**src/rtl/ptw_mem_arbiter.sv**
```systemverilog
// Shares one RAM read port between the IMEM and DMEM page-table walkers.
// Round-robin grant, range-checked single-word reads, one response per walk.
module ptw_mem_arbiter #(
   parameter logic [31:0] RAM_BASE = 32'h8000_0000,
   parameter int unsigned MEMSIZE  = 50000000,
   parameter int unsigned RD_LAT   = 1
) (
   input  logic        clk,
   input  logic        rst,
   input  logic        req_i,
   input  logic [31:0] addr_i,
   input  logic        abort_i,
   output logic        resp_i,
   output logic [31:0] word_i,
   output logic        err_i,
   input  logic        req_d,
   input  logic [31:0] addr_d,
   input  logic        abort_d,
   output logic        resp_d,
   output logic [31:0] word_d,
   output logic        err_d,
   output logic        mem_re,
   output logic [31:0] mem_addr,
   input  logic [31:0] mem_rdata,
   output logic        busy,
   output logic        owner
);

   typedef enum logic [2:0] {S_IDLE, S_ISSUE, S_WAIT, S_RESP, S_GAP} state_t;

   // 33-bit bounds so the end of a RAM near 4 GiB cannot wrap to zero
   localparam logic [32:0] RAM_LO = {1'b0, RAM_BASE};
   localparam logic [32:0] RAM_HI = RAM_LO + (33'(MEMSIZE) << 2);
   localparam logic [2:0]  LAT    = 3'(RD_LAT);

   state_t      state_q;
   logic        owner_q;
   logic        rr_q;
   logic        busy_q;
   logic        ok_q;
   logic        kill_q;
   logic [2:0]  cnt_q;
   logic        mem_re_q;
   logic [31:0] mem_addr_q;
   logic        resp_i_q;
   logic        resp_d_q;
   logic [31:0] word_i_q;
   logic [31:0] word_d_q;
   logic        err_i_q;
   logic        err_d_q;

   logic        gnt_sel;
   logic [31:0] gnt_addr;
   logic [32:0] gnt_waddr;
   logic        gnt_ok;
   logic        kill;
   logic        ld_en;
   logic [31:0] ld_word;
   logic        ld_err;

   always_comb begin
      gnt_sel   = (req_i && req_d) ? rr_q : req_d;
      gnt_addr  = gnt_sel ? addr_d : addr_i;
      gnt_waddr = {1'b0, gnt_addr[31:2], 2'b00};
      gnt_ok    = (gnt_waddr >= RAM_LO) && (gnt_waddr < RAM_HI);
      // only an abort from the owner, while it still requests, cancels the reply
      kill      = kill_q || (owner_q ? (req_d && abort_d) : (req_i && abort_i));
      ld_en     = 1'b0;
      ld_word   = 32'h0;
      ld_err    = 1'b0;
      if (state_q == S_ISSUE && !ok_q) begin
         ld_en  = !kill;
         ld_err = 1'b1;
      end else if (state_q == S_WAIT && cnt_q == LAT) begin
         ld_en   = !kill;
         ld_word = mem_rdata;
      end
   end

   always_ff @(posedge clk or negedge rst) begin
      if (!rst) begin
         state_q    <= S_IDLE;
         owner_q    <= 1'b0;
         rr_q       <= 1'b0;
         busy_q     <= 1'b0;
         ok_q       <= 1'b0;
         kill_q     <= 1'b0;
         cnt_q      <= 3'd0;
         mem_re_q   <= 1'b0;
         mem_addr_q <= 32'h0;
         resp_i_q   <= 1'b0;
         resp_d_q   <= 1'b0;
         word_i_q   <= 32'h0;
         word_d_q   <= 32'h0;
         err_i_q    <= 1'b0;
         err_d_q    <= 1'b0;
      end else begin
         mem_re_q   <= 1'b0;
         mem_addr_q <= 32'h0;
         resp_i_q   <= 1'b0;
         resp_d_q   <= 1'b0;
         if (ld_en) begin
            if (owner_q) begin
               resp_d_q <= 1'b1;
               word_d_q <= ld_word;
               err_d_q  <= ld_err;
            end else begin
               resp_i_q <= 1'b1;
               word_i_q <= ld_word;
               err_i_q  <= ld_err;
            end
         end
         case (state_q)
            S_IDLE: begin
               if (req_i || req_d) begin
                  state_q  <= S_ISSUE;
                  owner_q  <= gnt_sel;
                  rr_q     <= !gnt_sel;
                  busy_q   <= 1'b1;
                  ok_q     <= gnt_ok;
                  kill_q   <= 1'b0;
                  // strobe is registered here so it lands in the ISSUE cycle
                  mem_re_q <= gnt_ok;
                  if (gnt_ok) mem_addr_q <= (gnt_addr - RAM_BASE) >> 2;
               end
            end
            S_ISSUE: begin
               kill_q <= kill;
               if (ok_q) begin
                  cnt_q   <= 3'd1;
                  state_q <= S_WAIT;
               end else begin
                  state_q <= S_RESP;
               end
            end
            S_WAIT: begin
               kill_q <= kill;
               if (cnt_q == LAT) begin
                  cnt_q   <= 3'd0;
                  state_q <= S_RESP;
               end else begin
                  cnt_q <= cnt_q + 3'd1;
               end
            end
            S_RESP: state_q <= S_GAP;
            S_GAP: begin
               state_q <= S_IDLE;
               busy_q  <= 1'b0;
               ok_q    <= 1'b0;
               kill_q  <= 1'b0;
            end
            default: state_q <= S_IDLE;
         endcase
      end
   end

   assign resp_i   = resp_i_q;
   assign word_i   = word_i_q;
   assign err_i    = err_i_q;
   assign resp_d   = resp_d_q;
   assign word_d   = word_d_q;
   assign err_d    = err_d_q;
   assign mem_re   = mem_re_q;
   assign mem_addr = mem_addr_q;
   assign busy     = busy_q;
   assign owner    = owner_q;

endmodule
```
**config.mk**
```make
export PLATFORM = sky130hd
export DESIGN_NAME = ptw_mem_arbiter
export DESIGN_NICKNAME = d
export VERILOG_FILES = /design/src/rtl/ptw_mem_arbiter.sv
export SDC_FILE = /design/constraint.sdc
export NUM_CORES = 1
export LEC_CHECK = 0
export ABC_AREA = 1
export CORE_ASPECT_RATIO = 0.8
export CORE_MARGIN = 1.5
export CORE_UTILIZATION = 46
export CTS_CLUSTER_DIAMETER = 100
export DETAILED_ROUTE_END_ITERATION = 12
export GPL_TIMING_DRIVEN = 0
export PLACE_DENSITY_LB_ADDON = 0.12
export SLEW_MARGIN = 20
export SYNTH_ARGS = -nofsm -noshare
export SYNTH_HDL_FRONTEND = slang
export SYNTH_SLANG_ARGS = --single-unit
```
**constraint.sdc**
```tcl
create_clock -name clk -period 4.85 [get_ports clk]
set_input_delay 0.7275 -clock clk [delete_from_list [all_inputs] [get_ports clk]]
set_output_delay 0.7275 -clock clk [all_outputs]
set_load 0.02 [all_outputs]
```
Word level (Yosys, flattened, before mapping)
Cells that the tools add are included.

operators by class
  add/sub/neg operators = 2
  $lt $le $gt $ge = 2
  equality and inequality tests = 8
  muxes and demuxes = 30
  bitwise logic cells = 1
  reductions and logical operators = 23

operators with widths
  kind                                                             number
  32-bit 2-to-1 mux                                                3
  30-bit 2-to-1 mux                                                3
  32-bit >= comparator, second input constant                      1
  32-bit < comparator, second input constant                       1
  32-bit subtractor, second input constant                         1
  1-bit 2-to-1 mux                                                 15
  2-bit AND reduction                                              7
  3-bit 2-to-1 mux                                                 4
  3-bit one-hot mux with 4 select lines                            1
  3-bit by 1-bit == test with 1-bit output, second input constant  2
  3-bit by 2-bit == test with 1-bit output, second input constant  2
  1-bit logical AND                                                6
  3-bit one-hot mux with 2 select lines                            1
  2-bit != test, second input constant                             2
  1-bit one-hot mux with 2 select lines                            2
  2-bit nonzero test                                               2
  3-bit by 1-bit adder with 3-bit output, second input constant    1
  3-bit == test, second input constant                             1
  1-bit logical NOT                                                3
  3-bit logical NOT                                                1
  1-bit one-hot mux with 3 select lines                            1
  3-bit nonzero test                                               1
  1-bit logical OR                                                 2
  2-bit by 1-bit != test with 1-bit output, second input constant  1
  other kinds (2)                                                  2

storage, ports and cells
  flip-flop bits (word level) = 112
  input port bits = 102
  output and inout port bits = 103

Longest topological paths before layout
  depth in word-level cells = 8
  depth in mapped cells = 15
  gate-level depth less buffers = 13

Worst setup path before layout
OpenSTA, ideal clock, no wires.

  path kind = input-to-reg
  from = in req_i
  to = reg mem_addr_q[24] (netlist: mem_addr[24])
  setup time = 0.129 ns
  arrival = 1.917 ns
  slack = 2.804 ns
  stages = 13
  path buffers = 3
  cell sequence = nand2_2 -> nand2_2 -> buf_6 -> buf_6 -> nand2_1 -> nand2_1 -> a21oi_1 -> nand2_1 -> nor2_1 -> nand2_1 -> nand2_4 -> buf_6 -> nor2_1

between the ends
  cells in the longest elaborated chain, start to end = 8
  elaborated cells between the ends (all ways) = 11
  those cells by class = 1 x add/sub; 2 x order compare; 5 x mux; 3 x reduce/logical

RTL lines
  what                                                         RTL line  source
  start, declared                                              10        input logic req_i,
  1-bit logical AND                                            62        gnt_sel = (req_i && req_d) ? rr_q : req_d;
  1-bit 2-to-1 mux                                             62
  32-bit 2-to-1 mux                                            63        gnt_addr = gnt_sel ? addr_d : addr_i;
  32-bit >= comparator or 32-bit < comparator (tied branches)  65        gnt_ok = (gnt_waddr >= RAM_LO) && (gnt_waddr < RAM_HI);
  1-bit logical AND                                            65
  30-bit 2-to-1 mux                                            124       if (gnt_ok) mem_addr_q <= (gnt_addr - RAM_BASE) >> 2;
  30-bit 2-to-1 mux (*)                                        115       if (req_i || req_d) begin
  30-bit 2-to-1 mux (*)                                        113       case (state_q)
  end signal, assigned                                         124
  end, declared                                                44        logic [31:0] mem_addr_q;

Mark *: on every way between the ends. The rest lies on a longest branch, timed or not.
A chain may end at the register's enable or synchronous reset.

Final worst setup path
Same ends and word-level chain as after synthesis.

==> results.sh <==
export IMPL_fin_nets=913
export IMPL_min_path_type="primary input to asynchronous set/reset pin"
export IMPL_holdBufCountCts=0
export IMPL_clkLatencyLatePin_ns=0.34
export IMPL_p_per_area_nw_per_um2=461.3
export IMPL_placed_cells=940
export IMPL_coreArea_um2=10280
export IMPL_grt_total_usage_pct=24.66
export IMPL_setup_viol=0
export IMPL_htreeDepth=3
export IMPL_yosys_cell_count_top_type="nand2_1"
export IMPL_synth_area_um2=4885
export IMPL_antenna_found_initial=0
export IMPL_grt_max_degree=73
export IMPL_postCtsSetupRepairBufs=0
export IMPL_grt_pass1_wl_mm=21.76
export IMPL_cts_resized=0
export IMPL_gp_congestion=0.8664
export IMPL_drtPass1Iterations=5
export IMPL_num_antenna_cells=0
export IMPL_port_buffers=198
export IMPL_fin_cells=954
export IMPL_routedWlPerCell_um=14.32
export IMPL_wirelength_mm=13.67
export IMPL_fmax_ghz=0.3938
export IMPL_clk_pin_slew_worst_paths_ns=0.07
export IMPL_critPathRequiredTime_ns=5.07
export IMPL_die_h_um=95.17
export IMPL_yosys_area_top_type="dfrtp_1"
export IMPL_antenna_left=0
export IMPL_reg2reg_depth=8
export IMPL_arrival_ns=2.76
export IMPL_seq_power_share_pct=35.9
export IMPL_initial_core_util_pct=47.51
export IMPL_register_area_um2=2753
export IMPL_ys_warn_count=0
export IMPL_fp_dieW_um=118.2
export IMPL_synth_area_per_cell_um2=8.196
export IMPL_netlist_top_cells_area="dfrtp_1 56%, nand2_1 14%, o21ai_0 7.3%"
export IMPL_hold_viol_final=0
export IMPL_avgViaCountPerCell=4.843
export IMPL_synth_distinct_cells=31
export IMPL_crit_fanout=10
export IMPL_area_growth_pct=50.67
export IMPL_crit_end="mem_addr[24]"
export IMPL_clkPwrFrac_pct=20.3
export IMPL_maxCapViolations=0
export IMPL_synth_top_area_share_pct=56.35
export IMPL_period_share_pct=52.36
export IMPL_maxSlewHeadroom_pct=59.75
export IMPL_hpwl_mm=10.46
export IMPL_worst_pin_slew_ns=0.6038
export IMPL_clock_sinks=110
export IMPL_grt_setup_unrepaired="no"
export IMPL_critical_path_endpoint_type="flip-flop"
export IMPL_grt_overflow=0
export IMPL_r2r_end="word_d[13]"
export IMPL_drc=0
export IMPL_outcome="complete, no violations"
export IMPL_combinationalPowerShare_pct=43.8
export IMPL_multi_input_area_um2=1724
export IMPL_hold_ws_ns=0.2759
export IMPL_netSwitchingPower_mw=1.373
export IMPL_netSwitchingFraction_pct=40.45
export IMPL_synthArstFlopShare_pct=100.0
export IMPL_synth_edf_count=0
export IMPL_cp_startpoint="req_i"
export IMPL_ir_drop_mv=0.2192
export IMPL_grt_pass1_vias=4499
export IMPL_fp_dieArea_um2=11250
export IMPL_rows=33
export IMPL_vias=4620
export IMPL_r2r_slack_ns=2.55
export IMPL_synth_common_cells="184 x nand2_1, 110 x dfrtp_1, 71 x o21ai_0"
export IMPL_fin_tns_setup_ns=0
export IMPL_drt_initial_drc_count=293
export IMPL_ys_ff_latch=110
export IMPL_reg2reg_from="owner"
export IMPL_cts_made_buffers=9
export IMPL_critPathKind="primary input to flip-flop"
export IMPL_power_internal_mw=2.022
export IMPL_root_buffer="clkbuf_16"
export IMPL_fill_cells=787
export IMPL_cts_buffer_depth=2
export IMPL_ys_flop_type="dfrtp_1"
export IMPL_synth_cells=596
export IMPL_layout_drive_gt1_share_pct=5.651
export IMPL_post_route_min_period_ns=2.540
export IMPL_p_leak_nw=3.814
export IMPL_cts_tree="done"
export IMPL_yosysSeqAreaShare_pct=56.35
export IMPL_start_kind="primary input"
export IMPL_ioPinCount=205
export IMPL_drv_slew=0
export IMPL_clock_skew_ns=0.008085
==> layout make-up <==
type | instances | area share, %
Inverter | 69 | 3.519
Timing Repair Buffer | 199 | 27.32
Tap cell | 140 | 2.380
Buffer | 31 | 2.278
Clock inverter | 5 | 0.6120
Multi-Input combinational cell | 391 | 23.43
Sequential cell | 110 | 37.40
Clock buffer | 9 | 3.060
==> metrics by stage <==
| stage | setup slack, ns | instance area, um2 | util (%) | power [mW] |
|---|---|---|---|---|
| finish | 2.310 | 7360 | 71.58 | 3.395 |
| detailed placement | 1.946 | 7089 | 68.95 | 2.721 |
| global placement | -1.073 | 7061 | 68.67 | 2.673 |
| global route | 2.066 | 7360 | 71.58 | 3.597 |
| CTS | 2.301 | 7360 | 71.58 | 3.413 |
| floorplan | 2.804 | 4903 | - | 2.037 |
==> power by group through the flow <==
stage	Combinational [mW]	Clock (mW)	Sequential [mW]
after floorplan	0.616	0	1.42
after global placement	1.45	0	1.23
after detailed placement	1.49	0	1.23
after CTS	1.49	0.703	1.22
after global routing	1.63	0.730	1.24
final	1.49	0.689	1.22
==> worst min path at each step <==
stage,start,cells past startpoint,slack (ns),endpoint
global placement,word_d[9],2,0.47,word_d[9]
detailed placement,busy,2,0.47,busy
global route,rst,1,0.30,word_d[5]
CTS,rst,1,0.29,word_d[5]
finish,rst,1,0.28,word_d[7]
floorplan,rst,0,0.43,busy
==> per-layer routing <==
layer	vias up	GRT usage (%)	part of all wire [%]
met5	-	0	0
met4	0	6.606	1.1
met3	14	6.579	7.5
met2	174	43.75	49
met1	2175	30.14	42
li1	2257	-	-
==> registers in the layout (all words and copies together) (netlist names) <==
register,cells
ok_q,1
err_d,1
mem_re,1
cnt_q,3
kill_q,1
resp_d,1
err_i,1
resp_i,1
state_q,3
busy,1
mem_addr,30
word_d,32
word_i,32
rr_q,1
owner,1
==> worst max-delay path: stages <==
cell	delay, ns
clkdlybuf4s50_1	0.54
nand2_2	0.17
nand2_2	0.12
buf_6	0.14
inv_1	0.14
nand2_1	0.09
nand2_1	0.04
a21oi_1	0.13
nand2_1	0.11
nor2_1	0.12
nand2_1	0.09
nand2_4	0.13
buf_6	0.16
nor2_1	0.05
==> cell families (layout without fill, tap and decap cells) <==
logic type | count (synthesis) | in the layout | share of synthesized area (%)
AND/OR/NAND/NOR | 287 | 287 | 23.77
flip-flops | 110 | 110 | 56.35
buffers and inverters | 100 | 313 | 8.734
AO/OA/AOI/OAI | 91 | 91 | 9.632
multiplexers | 7 | 7 | 1.434
other | 1 | 6 | 0.07677
==> layout by cell type, fill, tap and decap left out <==
| cell | netlist | final |
|---|---|---|
| clkinv_4 | 0 | 1 |
| a31o_2 | 1 | 1 |
| nor3_1 | 3 | 3 |
| or2_2 | 2 | 2 |
| nand2_1 | 184 | 184 |
| inv_6 | 0 | 2 |
| o21ai_0 | 71 | 71 |
| mux2i_1 | 7 | 7 |
| inv_8 | 0 | 1 |
| nand3_1 | 19 | 19 |
| a31oi_1 | 1 | 1 |
| nor3_4 | 1 | 1 |
| buf_4 | 2 | 2 |
| clkdlybuf4s50_1 | 0 | 197 |
| nand2_4 | 1 | 1 |
| clkinvlp_4 | 0 | 1 |
| buf_6 | 4 | 5 |
| buf_16 | 0 | 1 |
| nor2_2 | 3 | 3 |
| a211oi_1 | 1 | 1 |
| buf_1 | 1 | 1 |
| o22ai_1 | 1 | 1 |
| inv_2 | 1 | 1 |
| nand2_2 | 2 | 2 |
| clkbuf_16 | 0 | 9 |
| a21oi_1 | 6 | 6 |
| clkbuf_1 | 13 | 13 |
| conb_1 | 1 | 6 |
| nor2_4 | 1 | 1 |
| clkinv_1 | 1 | 1 |
| o21bai_1 | 1 | 1 |
| buf_2 | 11 | 11 |
| o21ai_1 | 8 | 8 |
| inv_1 | 67 | 67 |
| o21ai_2 | 1 | 1 |
| nand3b_1 | 3 | 3 |
| nor2_1 | 68 | 68 |
| dfrtp_1 | 110 | 110 |
Note: power is estimated with default switching activity, not from simulation.
